File: src/rtl/slow_clk_period_meter.sv
// slow_clk_period_meter
// Measures the period and high time of a slow asynchronous square wave in
// units of clk. A one-cycle period_valid strobe marks each new measurement.
// Loss of signal is flagged when no rising edge arrives for TIMEOUT cycles.
//
// state   | meaning
// --------+-----------------------------------------------------------------
// IDLE    | not armed; counter held at 0, waiting for a rising edge
// MEASURE | armed; counting clk cycles since the last acted-on rising edge
module slow_clk_period_meter #(
  parameter int CNT_W   = 24,
  parameter int TIMEOUT = 10_000_000
) (
  input  logic             clk,
  input  logic             rst_n,
  input  logic             slow_in,
  output logic [CNT_W-1:0] period_cycles,
  output logic [CNT_W-1:0] high_cycles,
  output logic             period_valid,
  output logic             locked,
  output logic             timeout
);

  localparam logic [CNT_W-1:0] ONE     = CNT_W'(1);
  localparam logic [CNT_W-1:0] TO_LAST = CNT_W'(TIMEOUT - 1);

  typedef enum logic {
    IDLE,
    MEASURE
  } state_t;

  state_t           state;
  logic             s1;
  logic             s2;
  logic             prev;
  logic             rise;
  logic             fall;
  logic [CNT_W-1:0] cnt;
  logic [CNT_W-1:0] high_reg;

  // Two-flop synchronizer plus one delay stage for edge detection.
  always_ff @(posedge clk) begin
    if (!rst_n) begin
      s1   <= 1'b0;
      s2   <= 1'b0;
      prev <= 1'b0;
    end else begin
      s1   <= slow_in;
      s2   <= s1;
      prev <= s2;
    end
  end

  assign rise = s2 & ~prev;
  assign fall = ~s2 & prev;

  // Measurement FSM: counter, captured high time and all registered outputs.
  always_ff @(posedge clk) begin
    if (!rst_n) begin
      state         <= IDLE;
      cnt           <= '0;
      high_reg      <= '0;
      period_cycles <= '0;
      high_cycles   <= '0;
      period_valid  <= 1'b0;
      locked        <= 1'b0;
      timeout       <= 1'b0;
    end else begin
      period_valid <= 1'b0;
      case (state)
        IDLE: begin
          cnt <= '0;
          if (rise) begin
            state <= MEASURE;
          end
        end
        MEASURE: begin
          // cnt is one behind the number of elapsed cycles, hence the +1.
          if (fall) begin
            high_reg <= cnt + ONE;
          end
          // A rise on the timeout cycle still counts as a valid period.
          if (rise) begin
            period_cycles <= cnt + ONE;
            high_cycles   <= high_reg;
            period_valid  <= 1'b1;
            locked        <= 1'b1;
            timeout       <= 1'b0;
            cnt           <= '0;
          end else if (cnt == TO_LAST) begin
            state   <= IDLE;
            locked  <= 1'b0;
            timeout <= 1'b1;
            cnt     <= '0;
          end else begin
            cnt <= cnt + ONE;
          end
        end
      endcase
    end
  end

endmodule

File: config.mk
export PLATFORM = sky130hd
export DESIGN_NAME = slow_clk_period_meter
export DESIGN_NICKNAME = d
export VERILOG_FILES = /design/src/rtl/slow_clk_period_meter.sv
export SDC_FILE = /design/constraint.sdc
export NUM_CORES = 1
export LEC_CHECK = 0
export ABC_AREA = 1
export CELL_PAD_IN_SITES_DETAIL_PLACEMENT = 1
export CELL_PAD_IN_SITES_GLOBAL_PLACEMENT = 1
export CORE_AREA = 4 4 113 104
export CTS_CLUSTER_SIZE = 14
export DETAILED_ROUTE_END_ITERATION = 7
export DIE_AREA = 0 0 117 108
export PLACE_DENSITY_LB_ADDON = 0.1
export SLEW_MARGIN = 10
export SYNTH_ARGS = -nofsm -noshare
export SYNTH_HDL_FRONTEND = slang
export SYNTH_SLANG_ARGS = --single-unit
export TNS_END_PERCENT = 5
File: constraint.sdc
create_clock -name clk -period 2.21 [get_ports clk]
set_clock_uncertainty 0.2 [all_clocks]
set_input_delay 0.221 -clock clk [delete_from_list [all_inputs] [get_ports clk]]
set_output_delay 0.221 -clock clk [all_outputs]
set_load 0.1 [all_outputs]
# --- Yosys cells after proc, flatten, opt, wreduce, memory -nomap -nowiden ---
# Index checks and enable logic that the tools add are counted.
op_classes:
  addsub: 1
  eq_ne: 1
  n_mux: 11
  bitwise_logic: 5
  reduce_logical: 5
op_table:
  columns: ["operator", "n"]
  rows:
  - ["$mux 24", 2]
  - ["$pmux 24 s2", 1]
  - ["$add 24x1->24 const B", 1]
  - ["$eq 24x24->1 const B", 1]
  - ["$reduce_and 2->1", 4]
  - ["$mux 1", 7]
  - ["$not 1->1", 3]
  - ["$and 1x1->1", 2]
  - ["$pmux 1 s2", 1]
  - ["$reduce_bool 2->1", 1]
word_totals:
  reg_bits: 103
  input_bits: 3
  output_inout_bits: 51
  elab_cells: 34

# --- Logic depth before layout (Yosys ltp) ---
logic_depth:
  ltp_word: 4
  depth_mapped: 10
  ltp_nobuf: 10

# --- Worst setup path after synthesis ---
# OpenSTA, ideal clock, no wires.
synth_path:
  path_kind: "register -> register"
  start: "register cnt[0]"
  end: "register period_cycles[12]"
  setup_time_ns: 0.118
  t_arrival_ns: 1.278
  required_time_ns: 1.892
  path_slack_ns: 0.614
  stages_incl_launch_ff: 8
  path_buffers: 0
  path_cell_list: "dfxtp_1 > ha_1 > nand2_1 > nor2_4 > nand2_2 > o21ai_0 > and2_4 > o21ai_2"
synth_between:
  elab_chain_cells: 1
synth_rtl:
  columns: ["element", "line_no", "text"]
  rows:
  - ["start, declared", "38", "logic [CNT_W-1:0] cnt;"]
  - ["start signal, assigned", "96", "cnt <= cnt + ONE;"]
  - ["$add 24x1->24", "84", "period_cycles <= cnt + ONE;"]
  - ["end signal, assigned", "84", null]
  - ["end, declared", "17", "output logic [CNT_W-1:0] period_cycles,"]
# Every way passes these cells.
# A chain may end at the register's enable or synchronous reset.

# --- Worst setup path after layout ---
layout_path:
  start: "register cnt[0]"
  end: "register cnt[7]"
layout_between:
  elab_chain_cells: 4
  word_cells_on_any_way: 5
  cone_classes: "add/sub: 1; eq/ne: 1; mux: 3"
layout_rtl:
  columns: ["element", "line_no", "text"]
  rows:
  - ["$add 24x1->24 or $eq 24x24->1 (tied branches)", "96, 90", null]
  - ["$mux 24 (*)", "90", "end else if (cnt == TO_LAST) begin"]
  - ["$mux 24 (*)", "83", "if (rise) begin"]
  - ["$pmux 24 s2 (*)", "70", "case (state)"]
# Mark *: on every way between the ends. The rest lies on a longest branch, timed or not.

==> run metrics <==
status=finished clean; syn_nets=557; Critical Path Sink Type=register; Power Density=between 700 and 800 nW/um2; # Post-CTS Setup Buffers=0; worst skew pair latency=340 ps; Hold Buf Count CTS=0; setup ws final=351 ps; cells after synthesis=553; critical path class=reg -> reg; first-pass GRT wire length=around 18000 um; worst-path cell chain=ha_1, nand3_1, nor2_1, nand3_1, nand3_2, buf_4, nor2_1; Leak Pwr=2.16 nW; TritonRoute pass-1 iters=4; gr usage total=between 10% and 20%; RSZ-0062 raised after global routing=no; clock sink count=~100; setup violators final=0; fin crit share=between 80% and 90%; initial antenna violation count=0; Root Driver=clkbuf_16; most frequent cells in the layout=142 x nand2_1, 103 x dfxtp_1, 82 x inv_1, 61 x buf_4, 43 x nor2_1; row count=36; Arrival @ worst endpoint=about 1900 ps; Synth area leaders=dfxtp_1 50%, nand2_1 13%, inv_1 7.4%; DIE WIDTH=117 um; number of global-route vias before repair=between 3000 and 4000; leading area contributor after synthesis=dfxtp_1; Worst-path clk slew=roughly 70 ps; worst hold path type=reg -> reg; crit path max fanout=24; post-synthesis register bit count=around 100; RePlAce Congestion=0.905; CTS tree=yes; pin count of the biggest net entering global routing=38; Worst slew margin=58.8%; commonest non-fill, non-tap cell in the layout=nand2_1; Finished Core Util=a little under half; antenna-violating nets left=0; die footprint=12600 um2; max_cap viols=0; Setup TNS=0 ps; Max Freq=roughly 540 MHz; Synth warnings=0; reg-to-reg slack, setup=between 300 and 400 ps; n_diodes=0; slowest stage cell on the critical path=dfxtp_1; grt ovf=0; final wirelength=around 10000 um; WP data required=between 2000 and 2500 ps; Fin. Hold Viols=0; Detail Placement HPWL=about 7600 um; # fillers=~1400; Seq. cell area=2060 um2; footprint of the multi-input gates=1670 um2; Via Count=between 3000 and 4000; slowest stage delay, CP=around 400 ps; Post-CTS Resized=0; dpl ws=192 ps; Final Non-Filler Cells=747; Post-Synthesis Mean Instance Area=between 7 and 8 um2; CTS buffer count=9; vias per cell=approximately 4.7; initial DRC count=149; Synth Cell Area=roughly 4200 um2; average wire per standard cell=13.9 um; Core Area=between 10000 and 15000 um2; ratio of cells with drive above 1 in the final layout=between 10% and 20%; share of the synthesized area in the top cell type=around half; Initial Util=around two fifths; Die Ht=about 110 um; Buffers on Ports=53; final layout net count=between 600 and 700; # IOs=54; Max IR drop VDD=0.412 mV; area delta synth->final=20.4%; sequential-to-total area share from yosys stat=about half; Synth cell types=27; max-slew violations=0; H-tree Lvls=3; worst slew pin tran=between 600 and 700 ps; DRC viols=0; min Tclk post-route=1860 ps; Setup crit start kind=register; clock buffer depth=2; Post-Place Cells=roughly 730
[per-stage QoR]
stage / area (um2) / hold slack, ps / power, mW
floorplan: 4160 / 119 / 1.96
global placement: 4710 / 193 / 1.98
detailed placement: 4710 / 204 / 1.98
CTS: 5000 / 212 / 3.58
global route: 5000 / 234 / 3.67
finish: 5000 / 216 / 3.53
[cells in the mapped netlist]
| master | instances |
|---|---|
| clkbuf_1 | 8 |
| nor2_4 | 5 |
| buf_4 | 1 |
| nor2_8 | 1 |
| nand3_2 | 3 |
| o21ai_2 | 3 |
| inv_1 | 82 |
| and2_4 | 1 |
| o21ai_0 | 34 |
| xor2_1 | 9 |
| nand3_1 | 32 |
| ha_1 | 1 |
| o21ai_1 | 13 |
| a22o_1 | 3 |
| a32o_1 | 1 |
| buf_6 | 2 |
| nand2_1 | 142 |
| dfxtp_1 | 103 |
| buf_2 | 7 |
| inv_2 | 5 |
| a21oi_1 | 24 |
| nand2_2 | 14 |
| nor2_1 | 43 |
| nand4_1 | 6 |
| nand2_4 | 1 |
| o211ai_1 | 1 |
| nor2_2 | 8 |
[final timing paths]
kind / from / to / cells after the start
min: s1 / s2 / 2
min reg2reg: s1 / s2 / 2
max reg2reg: cnt[0] / cnt[7] / 7
max: cnt[0] / cnt[7] / 7
[routing by layer]
metal / routed length [um] / part of all wire (%) / global-route usage [%]
met5: 0 / 0 / 0
met2: 4810 / 46 / 29.2
met1: 5120 / 49 / 23.4
met4: 151 / 1.5 / 5.32
met3: 329 / 3.2 / 4.03
[cell families after synthesis]
kind of cell / after synthesis / synth area share (%)
simple gates: 256 / 27.8
xor+xnor: 9 / 1.90
buf+inv: 105 / 10.1
fa+ha+maj: 1 / 0.301
compound gates: 79 / 10.2
flops: 103 / 49.6
[critical path: cells and delay by family (launching register included)]
| kind | cells | cell delay, ps |
|---|---|---|
| fa+ha+maj | 1 | 230 |
| simple gates | 5 | 600 |
| buf+inv | 1 | 300 |
| flops | 1 | 410 |
[area by class of cell]
cell class / instances / share of cell area (%)
flip-flops and latches: 103 / 41.2
inverters: 87 / 6.53
clock buffers: 10 / 4.58
clock inverters: 6 / 1.38
repair buffers: 63 / 9.55
multi-input cells: 345 / 33.4
well taps: 133 / 3.33
[report_power, final]
group,total (mW),internal [mW],switching (mW)
combinational,0.0709,0.0186,0.0523
clock,1.59,0.887,0.706
sequential,1.87,1.86,0.00440
total,3.53,2.77,0.763
(Power assumes the default switching activity.)
